### config.mk
export PLATFORM = sky130hd
export DESIGN_NAME = dmem_arbiter
export DESIGN_NICKNAME = d
export VERILOG_FILES = /design/src/rtl/dmem_arbiter_pkg.sv /design/src/rtl/dmem_arbiter.sv
export SDC_FILE = /design/constraint.sdc
export NUM_CORES = 1
export LEC_CHECK = 0
export ABC_AREA = 1
export ABC_CLOCK_PERIOD_IN_PS = 1100
export CORE_MARGIN = 2
export CORE_UTILIZATION = 26
export CTS_CLUSTER_DIAMETER = 150
export DETAILED_ROUTE_END_ITERATION = 7
export GPL_ROUTABILITY_DRIVEN = 0
export MAX_ROUTING_LAYER = met4
export PLACE_DENSITY = 0.87
export REMOVE_ABC_BUFFERS = 1
export SYNTH_ARGS = -nofsm -noshare
export SYNTH_HDL_FRONTEND = slang
export SYNTH_SLANG_ARGS = --single-unit
### constraint.sdc
create_clock -name clk -period 1.1 [get_ports clk]
set_input_delay 0.22 -clock clk [delete_from_list [all_inputs] [get_ports clk]]
set_output_delay 0.22 -clock clk [all_outputs]
set_load 0.01 [all_outputs]
### src/rtl/dmem_arbiter_pkg.sv
// Shared types for the data-memory arbiter between the MEM stage and the debug port.
package PipelineBufferRegisters;

    typedef enum logic [1:0] {
        IDLE  = 2'd0,
        WAIT  = 2'd1,
        FORCE = 2'd2
    } arb_state_t;

    localparam logic [2:0] DBG_FUNCT3_WORD = 3'b010;

endpackage

### src/rtl/dmem_arbiter.sv
// Data-memory arbiter: MEM-stage core accesses win; debug gets idle cycles or, with
// DMEM_ARB_STARVE_GUARD_EN defined, a forced one-cycle slot after MAX_WAIT blocked cycles.
module dmem_arbiter
    import PipelineBufferRegisters::*;
#(
    parameter int DATA_WIDTH        = 32,
    parameter int MEM_ADDRESS_WIDTH = 9,
    parameter int MAX_WAIT          = 8
) (
    input  logic                         clk,
    input  logic                         rst,
    input  logic                         core_rd,
    input  logic                         core_wr,
    input  logic [MEM_ADDRESS_WIDTH-1:0] core_addr,
    input  logic [DATA_WIDTH-1:0]        core_wdata,
    input  logic [2:0]                   core_funct3,
    output logic [DATA_WIDTH-1:0]        core_rdata,
    output logic                         core_stall,
    input  logic                         dbg_req,
    input  logic                         dbg_we,
    input  logic [MEM_ADDRESS_WIDTH-1:0] dbg_addr,
    input  logic [DATA_WIDTH-1:0]        dbg_wdata,
    output logic                         dbg_ready,
    output logic                         dbg_rvalid,
    output logic [DATA_WIDTH-1:0]        dbg_rdata,
    output logic                         mem_rd,
    output logic                         mem_wr,
    output logic [MEM_ADDRESS_WIDTH-1:0] mem_addr,
    output logic [DATA_WIDTH-1:0]        mem_wdata,
    output logic [2:0]                   mem_funct3,
    input  logic [DATA_WIDTH-1:0]        mem_rdata
);

    localparam int CNT_W = $clog2(MAX_WAIT + 1);
    localparam logic [CNT_W-1:0] CNT_MAX = CNT_W'(MAX_WAIT);
`ifdef DMEM_ARB_STARVE_GUARD_EN
    localparam logic [CNT_W-1:0] CNT_FORCE = CNT_W'(MAX_WAIT - 1);
`endif

    arb_state_t            state_q, state_d;
    logic [CNT_W-1:0]      wait_cnt_q, wait_cnt_d;
    logic                  dbg_rvalid_q, dbg_rvalid_d;
    logic [DATA_WIDTH-1:0] dbg_rdata_q, dbg_rdata_d;
    logic                  core_active;
    logic                  force_slot;
    logic                  dbg_accept;

    always_comb begin
        core_active = core_rd | core_wr;
        force_slot  = (state_q == FORCE);
        state_d     = state_q;
        wait_cnt_d  = wait_cnt_q;
        dbg_accept  = 1'b0;

        if (force_slot) begin
            // dbg_req is held while pending, so this accepts the starved request
            dbg_accept = dbg_req;
            state_d    = IDLE;
            wait_cnt_d = '0;
        end else if (core_active) begin
            if (dbg_req) begin
`ifdef DMEM_ARB_STARVE_GUARD_EN
                state_d = (wait_cnt_q == CNT_FORCE) ? FORCE : WAIT;
`else
                state_d = WAIT;
`endif
                wait_cnt_d = (wait_cnt_q == CNT_MAX) ? wait_cnt_q : wait_cnt_q + 1'b1;
            end else begin
                // also covers a request withdrawn while waiting
                state_d    = IDLE;
                wait_cnt_d = '0;
            end
        end else begin
            dbg_accept = dbg_req;
            state_d    = IDLE;
            wait_cnt_d = '0;
        end
    end

    always_comb begin
        mem_addr   = core_addr;
        mem_wdata  = core_wdata;
        mem_funct3 = core_funct3;
        mem_wr     = core_wr;
        mem_rd     = core_rd & ~core_wr;
        if (dbg_accept) begin
            mem_addr   = dbg_addr;
            mem_wdata  = dbg_wdata;
            mem_funct3 = DBG_FUNCT3_WORD;
            mem_rd     = ~dbg_we;
            mem_wr     = dbg_we;
        end else if (force_slot) begin
            mem_rd = 1'b0;
            mem_wr = 1'b0;
        end
        // reset must silence the memory and handshake immediately, not at the next edge
        if (!rst) begin
            mem_rd = 1'b0;
            mem_wr = 1'b0;
        end
    end

    always_comb begin
        dbg_ready    = dbg_accept & rst;
        dbg_rvalid_d = dbg_accept & ~dbg_we;
        dbg_rdata_d  = (dbg_accept & ~dbg_we) ? mem_rdata : dbg_rdata_q;
`ifdef DMEM_ARB_STARVE_GUARD_EN
        core_stall = force_slot & rst;
`else
        core_stall = 1'b0;
`endif
    end

    always_ff @(posedge clk or negedge rst) begin
        if (!rst) begin
            state_q      <= IDLE;
            wait_cnt_q   <= '0;
            dbg_rvalid_q <= 1'b0;
            dbg_rdata_q  <= '0;
        end else begin
            state_q      <= state_d;
            wait_cnt_q   <= wait_cnt_d;
            dbg_rvalid_q <= dbg_rvalid_d;
            dbg_rdata_q  <= dbg_rdata_d;
        end
    end

    assign dbg_rvalid = dbg_rvalid_q;
    assign dbg_rdata  = dbg_rdata_q;
    assign core_rdata = mem_rdata;

endmodule

==> qor.csv, run 1 <==
metric,value,unit
fraction of layout cells with a size suffix above 1,42.2,%
CTS Hold Bufs,0,
# fillers,653,
status,"finished, violations left",
FP Rows,33,
RSZ-0062 raised after global routing,yes,
Synth Area per Inst,6.65,um^2
drt pass-1 iters,7,
"Arr. time, crit path",1.20,ns
DP Cell Count,656,
#FFs+latches synth,33,
final setup fails,79,
most frequent cells in the layout,"nand2_1, clkdlybuf4s50_1, buf_2",
fin area,5030,um^2
nets,708,
core area,8130,um^2
Starting DRT DRC Count,120,
pwr dens,957,nW/um^2
"antenna viol nets, final",0,
vias in the first global route,3168,
crit path max fanout,6,
Top-Level Pins,236,
"commonest non-fill, non-tap cell in the layout",nand2_1,
post-synth top area share,38.1,%
area delta synth->final,132,%
final slew viol count,0,
post-DR vias/cell,4.63,
failing checks,negative setup slack,
sequential element share of the synthesized area,38.1,%
largest net degree at the start of global routing,34,
P_leak,2.74,nW
via count,3199,
setup tns final,-13.13,ns
CTS root buffer,clkbuf_8,
Clock Pin Slew Worst Setup and Hold Paths,0.07,ns
VDD IR max,631,uV
clock skew,0,ns
initial antenna violation count,0,
r2r setup slk,0.25,ns
Die W,95.3,um
Yosys cell types,17,
Reg2Reg Depth,4,
CTS buffer count,5,
placed cell area,4650,um^2
DRT Wirelength,11.0,mm
antenna diode count,0,
"area leader, netlist",dfrtp_1,
Synth area leaders,"dfrtp_1, nand2_1, buf_4",
clock buffer depth,2,
clk_lat worst skew,0.27,ns
H-Tree Depth,2,
CP required,0.88,ns
Final min period,1.42,ns
full die area,9090,um^2
Buffers on Ports,234,
Total GRT Usage,22.7,%
Non-Filler Instances,691,
first-pass GRT wire length,15.4,mm
Tcrit/Tclk final,129,%
Netlist Area Pre-Place,2170,um^2
Residual DRC,0,
nature of the critical path endpoint,primary output,
per-cell routed wire length,15.9,um
CTS tree,done,
# Max-Cap Violations,0,
Gate Count Post-Synth,326,
Starting Density,26.7,%
YS warnings,0,
min-delay worst type,input pin to asynchronous set/reset pin,
total clock sinks,33,
worst r2r src,dbg_rdata[23],
hold violation count in the final report,0,
Die Y,95.3,um
worst r2r dst,dbg_rdata[23],
DP Worst Slack,-1.05,ns
Crit. Startpoint,core_rd,
"Core Util, Final",61.8,%
GRT overflow,0,
Crit Path Class,input pin to primary output,
Critical Path Start Type,input pin,
achievable frequency,705,MHz
DP Wirelength,7.63,mm
setup ws final,-0.319,ns
-- repair_timing --
item | 4_1_cts | 5_1_grt
setup buffers | 12 | 6
cloned | 8 | 3
pin swaps | 7 | 11
endpoints found under the setup margin | 145 | 78
resized for setup | 539 | 44
-- final cells by class --
cell class / count / area [um^2] / area share (%)
clock inverters: 1 / 30.0 / 0.597
clock buffers: 7 / 86.3 / 1.72
multi-input cells: 232 / 1180 / 23.5
well taps: 105 / 131 / 2.61
flip-flops and latches: 33 / 826 / 16.4
inverters: 7 / 38.8 / 0.771
repair buffers: 306 / 2730 / 54.4
-- sequential cells by signal, summed over array words and instances, names as in the netlist --
register	count
dbg_rdata	32
dbg_rvalid	1
-- routing by layer --
metal	up-vias	GRT usage, %	share of wire, %
li1	1524	-	-
met1	1460	25.5	37
met2	189	40.6	53
met3	26	2.77	8.0
met4	0	9.78	2.3
met5	-	-	0
-- cell usage after synthesis, drive strengths merged --
cell type	number
nand2	189
buf	45
dfrtp	33
nand4	32
clkbuf	9
inv	7
nor2	5
nand3	2
a21oi	1
conb	1
o21ai	1
or2	1
-- through the flow --
step	power, mW	hold WS, ns
detailed placement	3.70	0.375
finish	4.81	0.0682
CTS	4.74	0.0727
global placement	3.65	0.382
floorplan	2.08	-0.0756
global route	5.08	0.0896
-- logic make-up after synthesis --
| kind of cell | synth area share [%] |
|---|---|
| DFF | 38.1 |
| other | 0.173 |
| and+or+nand+nor | 44.0 |
| AOI/OAI and AO/OA | 0.461 |
| buffers and inverters | 17.3 |
-- where the power goes --
group | switching (mW) | total [mW] | internal, mW
combinational | 0.952 | 2.10 | 1.15
clock | 0.425 | 1.16 | 0.738
sequential | 0.115 | 1.55 | 1.43
-- worst max-delay path, stage by stage --
cell,delay (ns)
buf_8,0.10
nor2_4,0.13
nand2_4,0.09
buf_12,0.14
inv_12,0.08
buf_6,0.10
buf_6,0.11
nand2_4,0.05
nand2_4,0.07
buf_6,0.10
-- worst max path at each step --
| stage | to | slack [ns] | cells after the start |
|---|---|---|---|
| 4_1_cts | mem_wdata[11] | -0.30 | 10 |
| 3_5_place_dp | mem_wdata[20] | -1.05 | 8 |
| 6_report | mem_wdata[24] | -0.32 | 10 |
| 2_1_floorplan | mem_funct3[1] | -0.96 | 4 |
| 3_3_place_gp | mem_wdata[20] | -1.02 | 7 |
| 5_1_grt | mem_wdata[24] | -0.36 | 10 |
No activity file was read; power rests on OpenSTA's default activity.
==> run 2, diff against run 1 <==
GPL_TIMING_DRIVEN = 0   (was not set)
==> run 2 against run 1 <==
  * The run ends with negative hold slack, negative setup slack left
  * Critical path type unchanged
  * Power rose by 2.9%
  * Combinational power rose by 7%
  * Sequential cell count did not move
  * Register-to-register slack improved by 0.14 ns
  * Largest power group unchanged
  * Setup slack got worse by 0.019 ns
  * Routed wire length rose by 15%
==> qor.csv, run 2 (synthesis gave the netlist of run 1 again) <==
metric,value,unit,change
status,"finished, violations left",,unchanged
failing checks,"negative hold slack, negative setup slack",,was negative setup slack
vias in the first global route,3043,,was 3168
setup ws final,-0.338,ns,was -0.319 ns
most frequent cells in the layout,"clkdlybuf4s50_1, nand2_1, buf_2",,"was nand2_1, clkdlybuf4s50_1, buf_2"
Die W,95.3,um,unchanged
post-DR vias/cell,4.89,,was 4.63
fraction of layout cells with a size suffix above 1,49.5,%,was 42.2%
Clock Pin Slew Worst Setup and Hold Paths,0.07,ns,about the same
"antenna viol nets, final",0,,unchanged
Tcrit/Tclk final,131,%,was 129%
hold violation count in the final report,33,,was 0
Critical Path Start Type,input pin,,unchanged
core area,8130,um^2,unchanged
Top-Level Pins,236,,unchanged
Buffers on Ports,234,,unchanged
Total GRT Usage,24.1,%,was 22.7%
CTS root buffer,clkbuf_8,,unchanged
per-cell routed wire length,18.7,um,was 15.9 um
full die area,9090,um^2,unchanged
worst hold slack,-0.178,ns,was 0.0682 ns
Overall Power,4.95,mW,was 4.81 mW
final slew viol count,0,,unchanged
"commonest non-fill, non-tap cell in the layout",clkdlybuf4s50_1,,was nand2_1
CTS buffer count,5,,unchanged
pwr dens,945,nW/um^2,was 957 nW/um^2
clock skew,0,ns,unchanged
slowest CP cell,buf_12,,unchanged
# fillers,639,,was 653
CP required,0.88,ns,about the same
min-delay worst type,input pin to asynchronous set/reset pin,,unchanged
via count,3302,,was 3199
setup tns final,-13.28,ns,was -13.13 ns
crit-path max cell delay,0.18,ns,was 0.14 ns
clock buffer depth,2,,unchanged
initial antenna violation count,0,,unchanged
crit-path cells,"buf_8, nor2_4, nand2_8, buf_12, inv_12, buf_12, nand2_2, nand2_1, buf_2",,"was buf_8, nor2_4, nand2_4, buf_12, inv_12, buf_6, buf_6, nand2_4, nand2_4, buf_6"
antenna diode count,0,,unchanged
GRT overflow,0,,unchanged
max reg flops,32,,unchanged
"Arr. time, crit path",1.22,ns,was 1.20 ns
total clock sinks,33,,unchanged
Reg2Reg Depth,3,,was 4
FP Rows,33,,unchanged
# Max-Cap Violations,0,,unchanged
Residual DRC,0,,unchanged
largest net degree at the start of global routing,36,,was 34
Starting DRT DRC Count,138,,was 120
P_leak,2.62,nW,was 2.74 nW
CTS tree,done,,unchanged
clk_lat worst skew,0.27,ns,about the same
achievable frequency,695,MHz,was 705 MHz
Die Y,95.3,um,unchanged
Starting Density,26.7,%,unchanged
nature of the critical path endpoint,primary output,,unchanged
first-pass GRT wire length,15.8,mm,was 15.4 mm
drt pass-1 iters,4,,was 7
DRT Wirelength,12.6,mm,was 11.0 mm
final setup fails,75,,was 79
Final min period,1.44,ns,was 1.42 ns
Worst path most repeated cell,buf_12,,
RSZ-0062 raised after global routing,yes,,unchanged
Crit Path Class,input pin to primary output,,unchanged
area delta synth->final,142,%,was 132%
H-Tree Depth,2,,unchanged
crit path max fanout,7,,was 6
DP Wirelength,6.84,mm,was 7.63 mm
"Core Util, Final",64.4,%,was 61.8%
nets,692,,was 708
VDD IR max,527,uV,was 631 uV
run 2: critical path, delay by kind of cell:
| family | cells | cell delay [ns] |
|---|---|---|
| buffers and inverters | 5 | 0.60 |
| and+or+nand+nor | 4 | 0.39 |
run 2: final timing paths:
path / endpoint / slack, ns / from
worst max register to register: dbg_rdata[19] / 0.39 / dbg_rdata[19]
worst max-delay path: mem_wdata[30] / -0.34 / core_rd
max in group asynchronous: dbg_rdata[31] / 1.02 / rst
min in group clk: dbg_rdata[17] / 0.27 / mem_rdata[17]
worst min-delay path: dbg_rdata[19] / -0.18 / rst
worst min register to register: dbg_rdata[10] / 0.47 / dbg_rdata[10]
run 2: cell type report:
type | instances | area [um^2] | area share (%)
Timing Repair Buffer | 274 | 2490 | 47.5
Clock inverter | 1 | 30.0 | 0.573
Multi-Input combinational cell | 243 | 1570 | 29.9
Inverter | 7 | 46.3 | 0.884
Clock buffer | 7 | 86.3 | 1.65
Tap cell | 105 | 131 | 2.51
Sequential cell | 33 | 826 | 15.8
Timing Repair inverter | 5 | 65.1 | 1.24
run 2: what timing repair did:
item / in CTS / in global routing
endpoints found under the hold margin: 33 / 33
cloned: 15 / 4
gates resized for setup: 557 / 126
setup buffers: 22 / 15
pin swaps: 15 / 36
endpoints found under the setup margin: 145 / 85
run 2: per-stage QoR:
step	hold WS (ns)	std cells	instance area [um^2]	setup slack (ns)
after detailed placement	0.329	611	4290	-3.15
after CTS	-0.175	656	4660	-0.328
after global placement	0.454	611	4290	-3.07
after floorplan	-0.0756	272	1820	-0.960
after global routing	-0.164	675	5240	-0.366
final	-0.178	675	5240	-0.338
run 2: routing by layer:
metal / up-vias / global-route usage, % / wire length (um)
met3: 17 / 3.24 / 1020
met1: 1576 / 26.4 / 4510
met2: 199 / 44.8 / 6830
met4: 0 / 7.97 / 236
li1: 1510 / - / -
met5: - / - / 0
run 2: power by group:
group / leakage (nW) / internal, mW / total [mW] / switching (mW)
sequential: 0.416 / 1.44 / 1.57 / 0.134
clock: 0.0585 / 0.738 / 1.14 / 0.406
combinational: 2.14 / 1.16 / 2.24 / 1.08
total: 2.62 / 3.33 / 4.95 / 1.62
